## config.mk

```make
export PLATFORM = sky130hd
export DESIGN_NAME = uart_tx_ctrl_flat
export DESIGN_NICKNAME = d
export VERILOG_FILES = /design/src/rtl/uart_tx_if.sv /design/src/rtl/uart_tx_ctrl.sv /design/src/flat_wrapper.sv
export SDC_FILE = /design/constraint.sdc
export NUM_CORES = 1
export LEC_CHECK = 0
export CAP_MARGIN = 10
export CORE_MARGIN = 3
export CORE_UTILIZATION = 53
export DETAILED_ROUTE_END_ITERATION = 7
export PLACE_DENSITY = 0.87
export SLEW_MARGIN = 15
export SYNTH_ARGS = -nofsm -noshare
export SYNTH_HDL_FRONTEND = slang
export SYNTH_SLANG_ARGS = --single-unit
export TNS_END_PERCENT = 5
```

## constraint.sdc

```tcl
create_clock -name clk -period 3 [get_ports clk]
set_input_delay 0.45 -clock clk [delete_from_list [all_inputs] [get_ports clk]]
set_output_delay 0.45 -clock clk [all_outputs]
set_load 0.05 [all_outputs]
```

## src/rtl/uart_tx_if.sv

```systemverilog
// uart_tx_if: byte handshake from the source plus frame/strobe controls to the shift register
interface uart_tx_if;
  logic [7:0] tx_data;
  logic tx_valid;
  logic tx_ready;
  logic [10:0] data_frame;
  logic load;
  logic shift;
  logic baud_clk;
  logic busy;
  logic tx_done;
  modport master(output tx_data, tx_valid, input tx_ready, data_frame, load, shift, baud_clk, busy, tx_done);
  modport slave(input tx_data, tx_valid, output tx_ready, data_frame, load, shift, baud_clk, busy, tx_done);
endinterface

```

## src/rtl/uart_tx_ctrl.sv

```systemverilog
// uart_tx_ctrl: sequences the 11-bit UART shift register from a one-entry byte buffer
// Define UART_TX_PARITY_EN to insert a parity bit (PARITY_ODD selects odd parity).
module uart_tx_ctrl #(
  parameter int CLKS_PER_BIT = 16,
  parameter bit PARITY_ODD = 1'b0
) (
  input logic clk,
  input logic reset,
  uart_tx_if.slave bus
);
  localparam int BW = CLKS_PER_BIT > 1 ? $clog2(CLKS_PER_BIT) : 1;
`ifdef UART_TX_PARITY_EN
  localparam bit PAR_EN = 1'b1;
`else
  localparam bit PAR_EN = 1'b0;
`endif
  localparam logic [3:0] NBITS = PAR_EN ? 4'd12 : 4'd11;
  typedef enum logic [1:0] {IDLE, LOAD, SEND} state_t;
  state_t state, next;
  logic hold_full;
  logic [7:0] hold;
  logic [BW-1:0] baud_cnt;
  logic [3:0] bit_cnt;
  logic accept, tick, last;
  function automatic logic [10:0] frame(input logic [7:0] d);
    return {1'b0, d[0], d[1], d[2], d[3], d[4], d[5], d[6], d[7], PAR_EN ? (^d ^ PARITY_ODD) : 1'b1, 1'b1};
  endfunction
  always_comb begin
    accept = bus.tx_valid && !hold_full;
    tick = state == SEND && baud_cnt == BW'(CLKS_PER_BIT - 1);
    last = tick && bit_cnt == NBITS - 4'd1;
    next = state == IDLE ? (hold_full ? LOAD : IDLE) :
           state == LOAD ? SEND :
           last ? ((hold_full || accept) ? LOAD : IDLE) : SEND;
    bus.tx_ready = !hold_full;
    bus.load = state == LOAD;
    bus.shift = state == SEND;
    bus.baud_clk = tick;
    bus.tx_done = last;
    bus.busy = state != IDLE || hold_full;
  end
  // The frame is captured on entry to LOAD so it is valid while load is high;
  // a byte accepted on the final tick bypasses the hold register.
  always_ff @(posedge clk) begin
    if (!reset) begin
      state <= IDLE;
      hold_full <= 1'b0;
      hold <= 8'h00;
      baud_cnt <= '0;
      bit_cnt <= 4'd0;
      bus.data_frame <= 11'h7FF;
    end else begin
      state <= next;
      if (state == LOAD) hold_full <= 1'b0;
      else if (accept) hold_full <= 1'b1;
      if (accept) hold <= bus.tx_data;
      if (next == LOAD) bus.data_frame <= frame(hold_full ? hold : bus.tx_data);
      baud_cnt <= (state != SEND || tick) ? '0 : baud_cnt + 1'b1;
      bit_cnt <= state != SEND ? 4'd0 : bit_cnt + {3'b000, tick};
    end
  end
endmodule

```

## src/flat_wrapper.sv

```systemverilog
// flat-port wrapper written by rule: the top's interface ports become plain ports
module uart_tx_ctrl_flat 
#(
  parameter int CLKS_PER_BIT = 16,
  parameter bit PARITY_ODD = 1'b0
)
  (clk, reset, bus_tx_data, bus_tx_valid, bus_tx_ready, bus_data_frame, bus_load, bus_shift, bus_baud_clk, bus_busy, bus_tx_done);
  uart_tx_if bus_i ();
  input logic clk;
  input logic reset;
  input wire logic [$bits(bus_i.tx_data)-1:0] bus_tx_data;
  input wire logic [$bits(bus_i.tx_valid)-1:0] bus_tx_valid;
  output wire logic [$bits(bus_i.tx_ready)-1:0] bus_tx_ready;
  output wire logic [$bits(bus_i.data_frame)-1:0] bus_data_frame;
  output wire logic [$bits(bus_i.load)-1:0] bus_load;
  output wire logic [$bits(bus_i.shift)-1:0] bus_shift;
  output wire logic [$bits(bus_i.baud_clk)-1:0] bus_baud_clk;
  output wire logic [$bits(bus_i.busy)-1:0] bus_busy;
  output wire logic [$bits(bus_i.tx_done)-1:0] bus_tx_done;
  assign bus_i.tx_data = bus_tx_data;
  assign bus_i.tx_valid = bus_tx_valid;
  assign bus_tx_ready = bus_i.tx_ready;
  assign bus_data_frame = bus_i.data_frame;
  assign bus_load = bus_i.load;
  assign bus_shift = bus_i.shift;
  assign bus_baud_clk = bus_i.baud_clk;
  assign bus_busy = bus_i.busy;
  assign bus_tx_done = bus_i.tx_done;
  uart_tx_ctrl #(.CLKS_PER_BIT(CLKS_PER_BIT), .PARITY_ODD(PARITY_ODD)) u_core (.clk(clk), .reset(reset), .bus(bus_i));
endmodule
```

Word-level counts from Yosys, hierarchy flattened
Cells that the tools add are included.
- bits in registers: 28
- reductions and logical operators: 12
- add/subtract/negate cells: 2
- mux-type cells: 6
- bitwise logic cells: 1
- equality and inequality tests: 6
- operators by type and width (operator ; count):
    4-bit == test (second input constant) ; 2
    8-bit 2-to-1 mux ; 1
    2-bit 2-to-1 mux ; 3
    2-bit OR reduction ; 3
    4-bit by 1-bit adder with 4-bit output ; 1
    4-bit by 1-bit adder with 4-bit output (second input constant) ; 1
    2-bit by 1-bit == test with 1-bit output (second input constant) ; 2
    1-bit logical AND ; 3
    1-bit logical OR ; 3
    2-bit == test (second input constant) ; 1
    2-bit zero test ; 1
    1-bit 2-to-1 mux ; 2
    2-bit != test (second input constant) ; 1
    2-bit nonzero test ; 1
    1-bit zero test ; 1
    1-bit NOT ; 1

Depth between registers and ports, before layout
- word-level depth: 8
- gate-level depth with buffers: 7
- mapped depth without buffers: 7

Worst setup path before layout
Ideal clock, no wire load.
- kind: register to register
- start: register u_core.baud_cnt[0]
- end: register u_core.bit_cnt[1]
- arrival time: 2045 ps
- slack: 840 ps
- clock period less this slack: 2160 ps
- cell stages (with the launch flop): 7
- path through: dfxtp_1 ha_1 nand3_2 nor2_1 ha_1 ha_1 and3_1
- word-level cells in the longest chain between the ends: 3
- ends and longest elaborated chain (item ; line ; RTL):
    from (decl) ; uart_tx_ctrl.sv:22 ; logic [BW-1:0] baud_cnt;
    from (signal assigned) ; uart_tx_ctrl.sv:58 ; baud_cnt <= (state != SEND || tick) ? '0 : baud_cnt + 1'b1;
    4-bit == test ; uart_tx_ctrl.sv:30 ; tick = state == SEND && baud_cnt == BW'(CLKS_PER_BIT - 1);
    1-bit logical AND ; uart_tx_ctrl.sv:30 ;
    named net bus_baud_clk ; flat_wrapper.sv:17 ; output wire logic [$bits(bus_i.baud_clk)-1:0] bus_baud_clk;
    4-bit by 1-bit adder with 4-bit output ; uart_tx_ctrl.sv:59 ; bit_cnt <= state != SEND ? 4'd0 : bit_cnt + {3'b000, tick};
    to (signal assigned) ; uart_tx_ctrl.sv:59 ;
    to (decl) ; uart_tx_ctrl.sv:23 ; logic [3:0] bit_cnt;
The timed path passes the listed nets, and every way through them passes these cells.
A chain may end at the register's enable or synchronous reset.

Final worst setup path
- start: register u_core.baud_cnt[0]
- end: output bus_tx_done
- word-level cells in the longest chain between the ends: 3
- ends and longest elaborated chain (item ; line ; RTL):
    4-bit == test ; uart_tx_ctrl.sv:30 ;
    1-bit logical AND ; uart_tx_ctrl.sv:30 ;
    1-bit logical AND ; uart_tx_ctrl.sv:31 ; last = tick && bit_cnt == NBITS - 4'd1;
    to (decl) ; flat_wrapper.sv:19 ; output wire logic [$bits(bus_i.tx_done)-1:0] bus_tx_done;
No other way between the ends.

==> qor.yml <==
outcome: "completed"
hold_end: "u_core.bus.data_frame[10]"
synth_top_cell_by_area: "dfxtp_1"
cts_tree: "yes"
first_pass_iters: 4
syn_area_per_cell_um2: 10.6
drive_above_1_share_pct: 11.6
finalHoldViolCount: 0
post_dp_cell_area_mm2: 0.00156
peakVddDrop_mv: 0.299
multi_input_area_um2: 684
worstSetupPathType: "flip-flop to primary output"
routed_wirelength_um: 2230
setup_ws_ns: 0.333
cts_made_buffers: 3
period_needed_ns: 2.67
syn_inst: 122
clock.fmax_mhz: 375
floorplan.rows: 17
path_clk_slew_ns: 0.15
drc_errors: 0
post_cts_resized: 0
p_seq_share_pct: 54.4
setup-tns-final_ns: 0
pre_cts_slack_ns: 0.702
final_cell_mix: "dfxtp_1, clkdlybuf4s50_1, mux2i_1"
r2r-start: "u_core.hold_full"
synthSimpleGateAreaFrac_pct: 21.3
fin_skew_ns: 0.00822
p_sw_uw: 228
postCtsSetupRepairBufs: 0
leakage_uw: 0.000699
gp_congestion: 0.700
grt_usage_pct: 15.5
combPwrFrac_pct: 25.6
rsz0062_at_grt: "no"
worst_slew_pin_slew_ns: 0.680
cts_hold_buf: 0
slew_headroom_pct: 54.6
drv_cap: 0
regToRegSetupSlack_ns: 1.30
power_density_mw_per_mm2: 477
regArea_um2: 561
grt_use_met1_pct: 19.3
hold_slack_ns: 0.505
crit_fanout: 4
synth_top_area_share_pct: 43.5
drt_iter0_drc: 12
synth_xor_area_share_pct: 2.04
hpwlAfterDp_um: 1660
area_growth_pct: 22.5
holdPathStages: 1
port_buffers: 25
drtAntennaViolNets: 0
power.internal_uw: 525
grt_antenna_before_repair: 0
synth.area.top_cells: "dfxtp_1, mux2i_1, mux2_4"
vias: 870
power.share.clock_pct: 20.0
r2r_cells: 3
cts_root_buf: "clkbuf_4"
hold_path_startpoint: "u_core.bus.data_frame[10]"
synth.distinct_cells: 29
wl_per_cell_um: 12.8
dieArea_mm2: 0.00306
yosysWarningCount: 0
crit_buf_inv: 1
ys_seq_elements: 28
path_cells: "ha_1, nand3_2, nor3_4, clkdlybuf4s50_1"
hold_class: "flip-flop to flip-flop"
initial_core_util_pct: 57.2
fin_nets: 162
die_w_um: 55.3
slew_viol_final: 0
setup_violations: 0
synth_top_family_by_area: "multiplexers"
viasPerCell: 5.00
synth-compound-area-share_pct: 4.56
top_usage_layer: "met2"
grtUsageMet2_pct: 27.5
grt_max_degree: 20
sw_frac_of_total_pct: 30.3
cp-start-kind: "flip-flop"
fin_crit_sh_pct: 88.9
final_common_cell: "dfxtp_1"
cpMaxStageDelayCell: "clkdlybuf4s50_1"
antenna_cells: 0
grt_pass1_vias: 905
seq_area_frac_synth_pct: 43.5
cts_buffer_depth: 2
clock_latency_ns: 0.32
grt_pass1_wl_um: 3930
cp_slowest_stage_delay_ns: 0.86
clock-sinks: 28
r2r_end: "u_core.bus.data_frame[2]"
core-area_mm2: 0.00225
synthAdderAreaFrac_pct: 2.91
end_kind: "primary output"
io_pins: 28
htreeDepth: 1
grtUsageMet3_pct: 2.10
overflow: 0
cp_data_arrival_time_ns: 2.22
fin_util_pct: 70.0
path_delay_family: "buffers and inverters"
final_cell_area_mm2: 0.00158
synthMuxAreaShare_pct: 21.7
die_height_um: 55.3
required_ns: 2.55
syn-cell-area_mm2: 0.00129
nFillCells: 185
## synthesized netlist by cell type
cell       number
clkbuf_1        3
nand3_1         1
conb_1          1
xnor2_1         2
nand3_2         1
mux2_4          8
nor2b_1        10
nand4bb_1       1
o21a_1          1
nor3_4          1
o21ai_0         2
ha_1            3
nor3b_1         2
xor2_1          1
a21bo_2         1
inv_1           3
and3_1          2
buf_2           2
dfxtp_1        28
and2b_1         1
mux2i_1        16
and4_1          1
nand2_1        10
nor2_1          6
a22oi_4         1
nand2b_1        9
a21oi_1         2
buf_4           2
nand4b_1        1
## per-layer routing
layer / vias up / wire (µm)
met3: 0 / 82
met1: 401 / 1030
met2: 14 / 1120
met4: 0 / 0
met5: - / 0
li1: 455 / -
## power groups by stage
stage	registers (µW)	clock network [µW]	logic, µW
floorplan	451	0	103
global placement	417	0	192
detailed placement	418	0	194
CTS	410	153	195
global route	414	173	204
finish	410	150	193
## per-stage QoR
step,instances,power (µW)
after floorplan,123,554
after global placement,171,608
after detailed placement,171,612
after CTS,174,758
final,174,753
after global routing,174,790
## worst register-to-register path, cell delays in order, from the launching register on
cell     delay (ns)
dfxtp_1        0.55
o21a_1         0.31
a22oi_4        0.40
mux2_4         0.34
## registers in the layout, indices dropped and copies added, names as in the netlist
name                   count
u_core.bus.data_frame      9
u_core.baud_cnt            4
u_core.hold                8
u_core.state               2
u_core.bit_cnt             4
u_core.hold_full           1
## worst max path at each step
stage	end	from	slack (ns)	cells past startpoint
6_report	bus_tx_done	u_core.baud_cnt[0]	0.33	4
5_1_grt	bus_tx_done	u_core.baud_cnt[0]	0.19	4
4_1_cts	bus_tx_done	u_core.baud_cnt[0]	0.32	4
3_5_place_dp	bus_tx_done	u_core.baud_cnt[0]	0.70	4
3_3_place_gp	bus_tx_done	u_core.baud_cnt[0]	0.76	4
2_1_floorplan	u_core.bit_cnt[1]	u_core.baud_cnt[0]	0.84	6
## cells by family (layout without fill, tap and decap cells)
group	Yosys count	count (layout)
simple gates	46	46
xor+xnor	3	3
fa+ha+maj	3	3
flops	28	28
mux	24	24
other cells	1	2
compound gates	7	7
buf+inv	10	33
## cell type report
cell class | count | share of cell area, %
clock buffers | 3 | 1.43
repair buffers | 27 | 16.8
well taps | 28 | 2.22
inverters | 3 | 0.713
flip-flops and latches | 28 | 35.5
multi-input cells | 85 | 43.3
No activity file was read; power rests on OpenSTA's default activity.
